[config.mk]
export PLATFORM = sky130hd
export DESIGN_NAME = decode_issue_buffer
export DESIGN_NICKNAME = d
export VERILOG_FILES = /design/src/rtl/decode_issue_buffer.sv
export SDC_FILE = /design/constraint.sdc
export NUM_CORES = 1
export LEC_CHECK = 0
export BUFFER_PORTS_ARGS = -buffer_cell sky130_fd_sc_hd__buf_2
export CORE_AREA = 2 2 120 122
export DETAILED_ROUTE_END_ITERATION = 8
export DIE_AREA = 0 0 122 124
export PLACE_DENSITY = 0.79
export SYNTH_ARGS = -nofsm -noshare
export SYNTH_HDL_FRONTEND = slang
export SYNTH_SLANG_ARGS = --single-unit
[constraint.sdc]
create_clock -name clk -period 7.1 [get_ports clk]
set_input_delay 0.355 -clock clk [delete_from_list [all_inputs] [get_ports clk]]
set_output_delay 0.355 -clock clk [all_outputs]
set_load 0.005 [all_outputs]
[src/rtl/decode_issue_buffer.sv]
// Decode issue buffer: pops up to two instruction-queue entries into a registered
// issue group, keeping a branch and its delay slot together.
module decode_issue_buffer #(
    parameter  int PERF_WIDTH = 32,
    // entry layout: [65] valid, [64] iaddr_ex, [63:32] pc, [31:0] instr
    localparam int ENTRY_W    = 66
) (
    input  logic                    clk,
    input  logic                    rst,
    input  logic                    flush,
    input  logic                    issue_stall,
    input  logic [1:0][ENTRY_W-1:0] fetch_entry,
    output logic [1:0]              fetch_ack,
    output logic [1:0][ENTRY_W-1:0] issue_entry,
    output logic [1:0]              issue_valid,
    output logic [1:0]              issue_is_cf,
    output logic [PERF_WIDTH-1:0]   perf_ds_wait
);

    function automatic logic is_cf(input logic [ENTRY_W-1:0] e);
        logic [5:0] op;
        logic [5:0] fn;
        op = e[31:26];
        fn = e[5:0];
        // an entry with a fetch exception never redirects, whatever it decodes as
        return !e[64] &&
               (op == 6'b000010 || op == 6'b000011 || op == 6'b000001 ||
                op[5:2] == 4'b0001 || op[5:2] == 4'b0101 ||
                (op == 6'b000000 && (fn == 6'b001000 || fn == 6'b001001)));
    endfunction

    logic [1:0][ENTRY_W-1:0] entry_d, entry_q;
    logic [1:0]              valid_d, valid_q;
    logic [1:0]              cf_d, cf_q;
    logic [PERF_WIDTH-1:0]   perf_d, perf_q;

    logic v0, v1, cf0, cf1, accept, ds_wait;

    always_comb begin
        v0      = fetch_entry[0][65];
        v1      = v0 & fetch_entry[1][65];
        cf0     = is_cf(fetch_entry[0]);
        cf1     = is_cf(fetch_entry[1]);
        accept  = (valid_q == 2'b00 || !issue_stall) && !flush && !rst;
        fetch_ack = 2'd0;
        ds_wait   = 1'b0;
        if (accept && v0) begin
            if (cf0) begin
                if (v1) fetch_ack = 2'd2;
                else    ds_wait   = 1'b1;
            end else if (v1 && !cf1) begin
                fetch_ack = 2'd2;
            end else begin
                fetch_ack = 2'd1;
            end
        end
    end

    always_comb begin
        entry_d = entry_q;
        valid_d = valid_q;
        cf_d    = cf_q;
        perf_d  = perf_q + PERF_WIDTH'(ds_wait);
        if (rst) begin
            entry_d = '0;
            valid_d = '0;
            cf_d    = '0;
            perf_d  = '0;
        end else if (flush) begin
            entry_d = '0;
            valid_d = '0;
            cf_d    = '0;
        end else if (accept) begin
            for (int i = 0; i < 2; i++) begin
                valid_d[i] = (int'(fetch_ack) > i);
                entry_d[i] = valid_d[i] ? fetch_entry[i] : '0;
                cf_d[i]    = valid_d[i] & is_cf(fetch_entry[i]);
            end
        end
    end

    always_ff @(posedge clk) begin
        entry_q <= entry_d;
        valid_q <= valid_d;
        cf_q    <= cf_d;
        perf_q  <= perf_d;
    end

    assign issue_entry  = entry_q;
    assign issue_valid  = valid_q;
    assign issue_is_cf  = cf_q;
    assign perf_ds_wait = perf_q;

endmodule

# ---- Yosys cells after proc, flatten, opt, wreduce, memory -nomap -nowiden
# Index checks and enable logic that the tools add are counted.
dict set report totals {
  input_bits 136
  wordCells 65
  reg_bits 168
  output_inout_bits 170
}
dict set report op_classes {
  n_reduce_logical 31
  n_eq_ne 14
  magnitude_cmp 2
  bitwise_logic 3
  add_sub_neg 1
  mux 9
}
# operator n
set ops {}
lappend ops {{66-bit 2-to-1 mux} 2}
lappend ops {{32-bit by 1-bit adder with 32-bit output} 1}
lappend ops {{6-bit by 2-bit == test with 1-bit output, second input constant} 4}
lappend ops {{6-bit by 4-bit == test with 1-bit output, second input constant} 4}
lappend ops {{1-bit logical OR} 13}
lappend ops {{6-bit by 1-bit == test with 1-bit output, second input constant} 2}
lappend ops {{6-bit zero test} 2}
lappend ops {{4-bit by 1-bit == test with 1-bit output, second input constant} 2}
lappend ops {{4-bit by 3-bit == test with 1-bit output, second input constant} 2}
lappend ops {{1-bit logical AND} 8}
lappend ops {{2-bit 2-to-1 mux} 4}
lappend ops {{1-bit zero test} 6}
lappend ops {{2-bit by 1-bit greater-than comparator with 1-bit output, second input constant} 2}
lappend ops {{1-bit AND} 3}
lappend ops {{1-bit 2-to-1 mux} 3}
lappend ops {{2-bit zero test} 1}
lappend ops {{2-bit OR reduction} 1}

# ---- Logic depth before layout (Yosys ltp)
# Gate-level depths: netlist of the first run.
dict set report depth {
  word_depth 14
  depth_mapped 12
  mapped_depth_nobuf 10
}

# ---- Worst setup path after synthesis of the first run
# Ideal clock, no wire load.
dict set report synth_path {
  path_type {input-to-reg}
  startpoint {input fetch_entry[30] in the netlist's numbering}
  endpoint {register perf_q[22] (netlist: perf_ds_wait[22])}
  setup_time_ns 0.121
  slack_ns 3.760
  t_arrival_ns 3.219
  cell_stages 11
  t_required_ns 6.979
  n_path_buf 1
  cell_sequence {or4b_1 o311ai_2 and2_1 and3_1 ha_1 ha_1 inv_1 or4_1 buf_2 nor4_1 mux2_2}
}
dict set report synth_via {
  elab_chain_len 10
  elab_cells_between_ends 16
  classes_between {1 x add/sub; 5 x eq/ne; 2 x mux; 8 x reduce/logical}
}
# item line
set synth_rtl {}
lappend synth_rtl {{from (decl)} 12} ;# input logic [1:0][ENTRY_W-1:0] fetch_entry,
lappend synth_rtl {{6-bit by 2-bit == test with 1-bit output} 27} ;# (op == 6'b000010 || op == 6'b000011 || op == 6'b000001 ||
lappend synth_rtl {{1-bit logical OR (3 in series)} 27}
lappend synth_rtl {{1-bit logical OR} 28} ;# op[5:2] == 4'b0001 || op[5:2] == 4'b0101 ||
lappend synth_rtl {{1-bit logical OR (*)} 28}
lappend synth_rtl {{1-bit logical AND (*)} 26} ;# return !e[64] &&
lappend synth_rtl {{1-bit 2-to-1 mux (*)} 48} ;# if (cf0) begin
lappend synth_rtl {{1-bit 2-to-1 mux (*)} 47} ;# if (accept && v0) begin
lappend synth_rtl {{32-bit by 1-bit adder with 32-bit output (*)} 63} ;# perf_d = perf_q + PERF_WIDTH'(ds_wait);
lappend synth_rtl {{to (signal assigned)} 86} ;# perf_q <= perf_d;
lappend synth_rtl {{to (decl)} 35} ;# logic [PERF_WIDTH-1:0] perf_d, perf_q;
# Mark *: on every way between the ends. The rest lies on a longest branch, timed or not.
# A chain may end at the register's enable or synchronous reset.

# ---- Final worst setup path of the first run
dict set report layout_path {
  startpoint {input fetch_entry[30] in the netlist's numbering}
  endpoint {register perf_q[30] (netlist: perf_ds_wait[30])}
}
# Same word-level chain as after synthesis.

==> results of run 1 <==
==> Yosys cell counts (9+ instances only) <==
cell type  count  share of area [%]
nand3_1       11               0.95
inv_1          9               0.58
dfxtp_1      168                 58
nand2_1       13               0.84
or4_1         15                1.9
o31ai_1       13                1.7
clkbuf_1      35                2.3
a21oi_1       20                1.7
nor2_1        15               0.97
buf_2          9               0.78
a32o_1        63                 11
a22o_1        69                 10
==> power by group <==
part	internal (µW)	switching, µW
Sequential	961	9.38
Clock	603	374
Combinational	54.6	51.5
==> metrics by stage <==
stage                     area, µm²  instances  utilization (%)
after floorplan                5800        508                -
after CTS                      8050        983             58.7
after global placement         7410        951             54.0
final                          8050        983             58.7
after detailed placement       7410        951             54.0
after global routing           8050        983             58.7
==> final cells by class <==
type,count,area (µm²)
clock buffer,23,498
clock inverter,9,139
fill,1207,5670
inverter,9,33.8
multi-input combinational,285,2230
sequential,168,3360
tap,180,225
timing repair buffer,309,1560
==> cells by family (layout without fill, tap and decap cells) <==
kind of cell | count (synthesis) | count (layout) | synth area share (%)
AOI/OAI and AO/OA | 183 | 183 | 26.9
DFF | 168 | 168 | 58.0
and+or+nand+nor | 89 | 89 | 8.96
buffers and inverters | 55 | 350 | 3.89
xor gates and xnor gates | 8 | 8 | 1.21
muxes | 3 | 3 | 0.583
adders and majority gates | 2 | 2 | 0.432
==> routing by layer <==
| layer | share of wire (%) | track usage [%] |
|---|---|---|
| met3 | 7.6 | 7.55 |
| met2 | 50 | 35.8 |
| met4 | 1.4 | 6.68 |
| met1 | 41 | 26.5 |
| met5 | 0 | 0 |
==> final timing paths <==
check | from | end | slack (ns) | cells past startpoint
setup / recovery | fetch_entry[30] | perf_ds_wait[30]$_SDFF_PP0_ | 3.46 | 11
hold / removal | fetch_entry[12] | issue_entry[12]$_SDFFE_PP0P_ | 0.13 | 2
setup reg to reg | issue_valid[1]$_SDFFE_PP0P_ | perf_ds_wait[30]$_SDFF_PP0_ | 3.46 | 9
hold reg to reg | issue_entry[68]$_SDFFE_PP0P_ | issue_entry[68]$_SDFFE_PP0P_ | 0.46 | 1
==> critical path, cell delays in order <==
cell and delay [ns]:
buf_2 0.11, or4b_1 0.56, o311ai_2 0.45, and2_1 0.22
and3_1 0.21, ha_1 0.20, ha_1 0.21, inv_1 0.09
or4_1 0.79, nor4_1 0.38, mux2_2 0.37
==> sequential cells by signal, indices dropped and copies added (netlist names) <==
signal / count
perf_ds_wait: 32
issue_is_cf: 2
issue_valid: 2
issue_entry: 132
==> impl_metrics.csv, run 1 <==
group,metric,value,unit
outcome,status,"finished clean",
logic_synthesis,synth_edf_count,0,
placement,io_buffer_count,305,
die,start_util,42.3,%
placement,preCtsSetupSlack,2.97,ns
placement,dpl.hpwl,11900,µm
logic_synthesis,syn_inst,508,
hold_path,min-delay-path-class,"in -> reg",
cts,cts_resized,0,
route,viasPerCell,5.48,
pwr,vdd_drop_max,0.000189,V
logic_synthesis,synth_seq_cells,168,
timing,max_freq,0.275,GHz
die,die_y,124,µm
die,core,13700,µm²
timing,setup_ws,3.46,ns
layout,nets,928,
critical_path,crit_type,"in -> reg",
route,drt_wl_total,17000,µm
cts,cts_sinks,168,
run,maxCapViolations,0,
layout,drive_above_1_share,44.1,%
timing,hold_viol_final,0,
route,dr.pass1.iters,5,
critical_path,path_max_fanout,18,
grt,grt-ovfl-total,0,
timing,finClkSkew,0.0147,ns
timing,worst_hold_slack,0.131,ns
placement,gp_congestion,0.780,
critical_path,worst_ep_required_time,7.41,ns
cts,clock_latency,0.43,ns
grt,grtUsageTotal,21.6,%
timing,rsz0062_at_grt,"no",
logic_synthesis,ys_warn_count,0,
logic_synthesis,synthFlopType,"dfxtp_1",
logic_synthesis,synthesis.nets,646,
grt,grt_max_degree,107,
grt,grt_pass1_vias,5003,
route,drt-initial-drc-count,467,
critical_path,start_kind,"primary input",
timing,setup_violations,0,
timing,tns,0,ns
route,wire_per_inst,17.3,µm
route,via_count,5390,
pwr,p_total,2050,µW
logic_synthesis,syn_area,5800,µm²
die,die_w,122,µm
cts,clock_path_buffers,2,
die,die_area,15100,µm²
grt,grt_pass1_wl,25400,µm
timing,worst_pin_slew,1.09,ns
layout,num_antenna_cells,0,
cts,root_buffer,"clkbuf_16",
route,route.detailed.drc,0,
die,fp-row-count,43,
die,io_pins,306,
logic_synthesis,yosysSeqAreaShare,58.0,%
logic_synthesis,postSynthAreaPerCell,11.4,µm²
cts,tritoncts,"done",
cts,cts_buffers,17,
route,final_antenna_net_count,0,
cts,post_cts_buffers,0,
grt,antenna_found_initial,0,
timing,slew_headroom,27.3,%
timing,maxSlewViolCount,0,
logic_synthesis,synthArstFlopShare,0,%
timing,period_needed,3.64,ns
cts,cts-htree-levels,4,
logic_synthesis,synth_cell_types,41,
timing,fin_crit_sh,51.3,%
layout,final_cell_mix,"305 x buf_2, 168 x dfxtp_1, 69 x a22o_1",
cts,path_clk_slew,0.06,ns
critical_path,end_kind,"register",
pwr,power.density,255,nW/µm²
layout,final_common_cell,"buf_2",
critical_path,arrival,3.95,ns
layout,syn2layout_area_growth,38.9,%
cts,cts_hold_buf,0,
pwr,static-leakage-power,0.00375,µW
Note: power is estimated with default switching activity, not from simulation.
==> run 2: changes to the inputs <==
Settings changed: ABC_AREA set to 1, CORE_AREA 2 2 120 122 to not set, CORE_ASPECT_RATIO set to 2, CORE_MARGIN set to 2, CORE_UTILIZATION set to 47, DIE_AREA 0 0 122 124 to not set, PLACE_DENSITY 0.79 to 0.84.
Clock period 7.1 ns to 3.45 ns, I/O delays scaled along.
==> impl_metrics.csv, run 2 <==
group,metric,value,unit
pwr,static-leakage-power,0.00410,µW
logic_synthesis,syn_inst,901,
cts,cts_resized,0,
critical_path,slowest_stage,"dlygate4sd3_1",
cts,clock_latency,0.42,ns
critical_path,arrival,3.11,ns
cts,tritoncts,"done",
route,viasPerCell,5.32,
layout,final_common_cell,"buf_2",
timing,fin_crit_sh,79.8,%
die,die_area,15300,µm²
logic_synthesis,synth_seq_cells,168,
logic_synthesis,ys_warn_count,0,
route,via_count,7582,
placement,io_buffer_count,305,
timing,hold_viol_final,0,
critical_path,rr_startpoint,"issue_valid[0]$_SDFFE_PP0P_",
hold_path,holdPathStages,3,
layout,drive_above_1_share,29.7,%
placement,gp_congestion,0.996,
die,fp-row-count,61,
cts,cts-htree-levels,4,
logic_synthesis,synth.area.top_cells,"dfxtp_1 50%, nand2_1 15%, a21oi_1 11%",
grt,grtUsageTotal,30.8,%
timing,worst_pin_slew,0.960,ns
cts,clock_path_buffers,2,
grt,antenna_found_initial,1,
route,final_antenna_net_count,0,
logic_synthesis,synth_most_common_cell,"nand2_1",
logic_synthesis,synthFlopType,"dfxtp_1",
die,die_y,173,µm
critical_path,reg2reg_depth,15,
logic_synthesis,synthesis.nets,1039,
logic_synthesis,synthTopCellsByCount,"271 x nand2_1, 168 x dfxtp_1, 154 x a21oi_1",
placement,dpl.hpwl,16000,µm
critical_path,critical_path.max_stage_delay,0.54,ns
die,die_w,88.5,µm
critical_path,worst_ep_required_time,3.81,ns
route,wire_per_inst,16.8,µm
timing,finClkSkew,0.00937,ns
pwr,p_total,4190,µW
hold_path,min-delay-path-class,"in -> reg",
cts,path_clk_slew,0.07,ns
cts,cts_hold_buf,40,
timing,rsz0062_at_grt,"no",
logic_synthesis,synth_edf_count,0,
critical_path,crit_type,"in -> reg",
timing,maxSlewViolCount,0,
layout,largest_register_ff_count,132,
outcome,status,"finished clean",
critical_path,path_max_fanout,4,
logic_synthesis,synth_cell_types,28,
logic_synthesis,syn_area,6710,µm²
timing,slew_headroom,36.0,%
logic_synthesis,yosysSeqAreaShare,50.1,%
timing,tns,0,ns
route,dr.pass1.iters,8,
cts,cts_sinks,168,
route,route.detailed.drc,0,
grt,grt_pass1_vias,7585,
grt,grt-ovfl-total,0,
die,io_pins,306,
grt,grt_max_degree,98,
hold_path,hp-start,"fetch_entry[99]",
hold_path,hold_path_end,"issue_entry[99]$_SDFFE_PP0P_",
pwr,power.density,451,nW/µm²
layout,nets,1360,
cts,cts_buffers,17,
layout,syn2layout_area_growth,38.3,%
timing,max_freq,0.363,GHz
grt,grt_pass1_wl,36600,µm
pwr,vdd_drop_max,0.000362,V
route,drt-initial-drc-count,446,
die,start_util,48.1,%
logic_synthesis,postSynthAreaPerCell,7.45,µm²
die,core,14000,µm²
route,drt_wl_total,23900,µm
logic_synthesis,yosysTopAreaCell,"dfxtp_1",
run,maxCapViolations,0,
critical_path,crit_chain,"dlygate4sd3_1, buf_2, inv_1, nand3_1, nor2_1, nand2_1, nand2_1, nand3_1, nor2_1, ha_1, ha_1, nand2_1, inv_1, nand3_1, inv_1, nand3_1, nor3_2, nand3_1, a21oi_1",
critical_path,r2r_end,"perf_ds_wait[22]$_SDFF_PP0_",
timing,period_needed,2.75,ns
cts,post_cts_buffers,0,
critical_path,worst_path_most_repeated_cell,"nand3_1",
cts,root_buffer,"clkbuf_16",
logic_synthesis,synth_top_area_share,50.1,%
critical_path,r2r_slack,0.83,ns
critical_path,end_kind,"register",
layout,final_cell_mix,"305 x buf_2, 270 x nand2_1, 168 x dfxtp_1",
timing,setup_violations,0,
layout,fill_cells,1142,
logic_synthesis,synthArstFlopShare,0,%
critical_path,start_kind,"primary input",
run 2: layout make-up:
| class | count | area, µm² | area share [%] |
|---|---|---|---|
| multi-input cells | 621 | 2840 | 30.6 |
| diodes | 1 | 2.50 | 0.0270 |
| clock buffers | 17 | 425 | 4.58 |
| inverters | 60 | 229 | 2.47 |
| well taps | 189 | 236 | 2.55 |
| flip-flops and latches | 168 | 3360 | 36.2 |
| clock inverters | 15 | 168 | 1.81 |
| repair buffers | 354 | 2020 | 21.8 |
run 2: worst max-delay path by stage:
| stage | startpoint | endpoint | slack, ns | depth (start not counted) |
|---|---|---|---|---|
| floorplan | issue_valid[1]$_SDFFE_PP0P_ | perf_ds_wait[16]$_SDFF_PP0_ | 1.24 | 16 |
| detailed placement | fetch_entry[31] | perf_ds_wait[16]$_SDFF_PP0_ | 0.86 | 19 |
| CTS | fetch_entry[4] | perf_ds_wait[22]$_SDFF_PP0_ | 0.79 | 19 |
| global route | fetch_entry[4] | perf_ds_wait[16]$_SDFF_PP0_ | 0.37 | 20 |
| finish | fetch_entry[4] | perf_ds_wait[22]$_SDFF_PP0_ | 0.70 | 19 |
| global placement | fetch_entry[31] | perf_ds_wait[16]$_SDFF_PP0_ | 0.93 | 19 |
run 2: cell families after synthesis:
family,share of synthesized area (%)
AO/OA/AOI/OAI,12.2
XOR/XNOR,0.914
adder cells (fa/ha/maj),0.373
buffers and inverters,7.74
flip-flops,50.1
AND/OR/NAND/NOR,28.7
run 2: worst max-delay path, delay by kind of cell:
| family | cells | cell delay, ns |
|---|---|---|
| and+or+nand+nor | 11 | 1.40 |
| AOI/OAI and AO/OA | 1 | 0.13 |
| adders and majority gates | 2 | 0.42 |
| buffers and inverters | 5 | 0.98 |
run 2: stage by stage:
| step | hold slack, ns | setup slack (ns) | area, µm² | utilization (%) | cells |
|---|---|---|---|---|---|
| finish | 0.0148 | 0.697 | 9280 | 66.4 | 1425 |
| floorplan | 0.315 | 1.24 | 6710 | - | 901 |
| global placement | 0.420 | 0.927 | 8280 | 59.3 | 1352 |
| global route | 0.00723 | 0.372 | 9280 | 66.4 | 1424 |
| detailed placement | 0.427 | 0.856 | 8280 | 59.3 | 1352 |
| CTS | 0.00119 | 0.793 | 9280 | 66.4 | 1424 |
run 2: routing by layer:
metal / part of all wire, % / GRT usage, % / vias up
li1: - / - / 3564
met1: 33 / 30.7 / 3453
met2: 52 / 53.4 / 444
met3: 8.4 / 8.40 / 119
met4: 6.9 / 20.7 / 2
met5: 0.054 / 0 / -
run 2: report_power, final:
part | switching, µW | internal (µW) | total [µW]
sequential | 8.09 | 1950 | 1960
clock | 836 | 1080 | 1920
combinational | 180 | 127 | 307
total | 1020 | 3160 | 4190
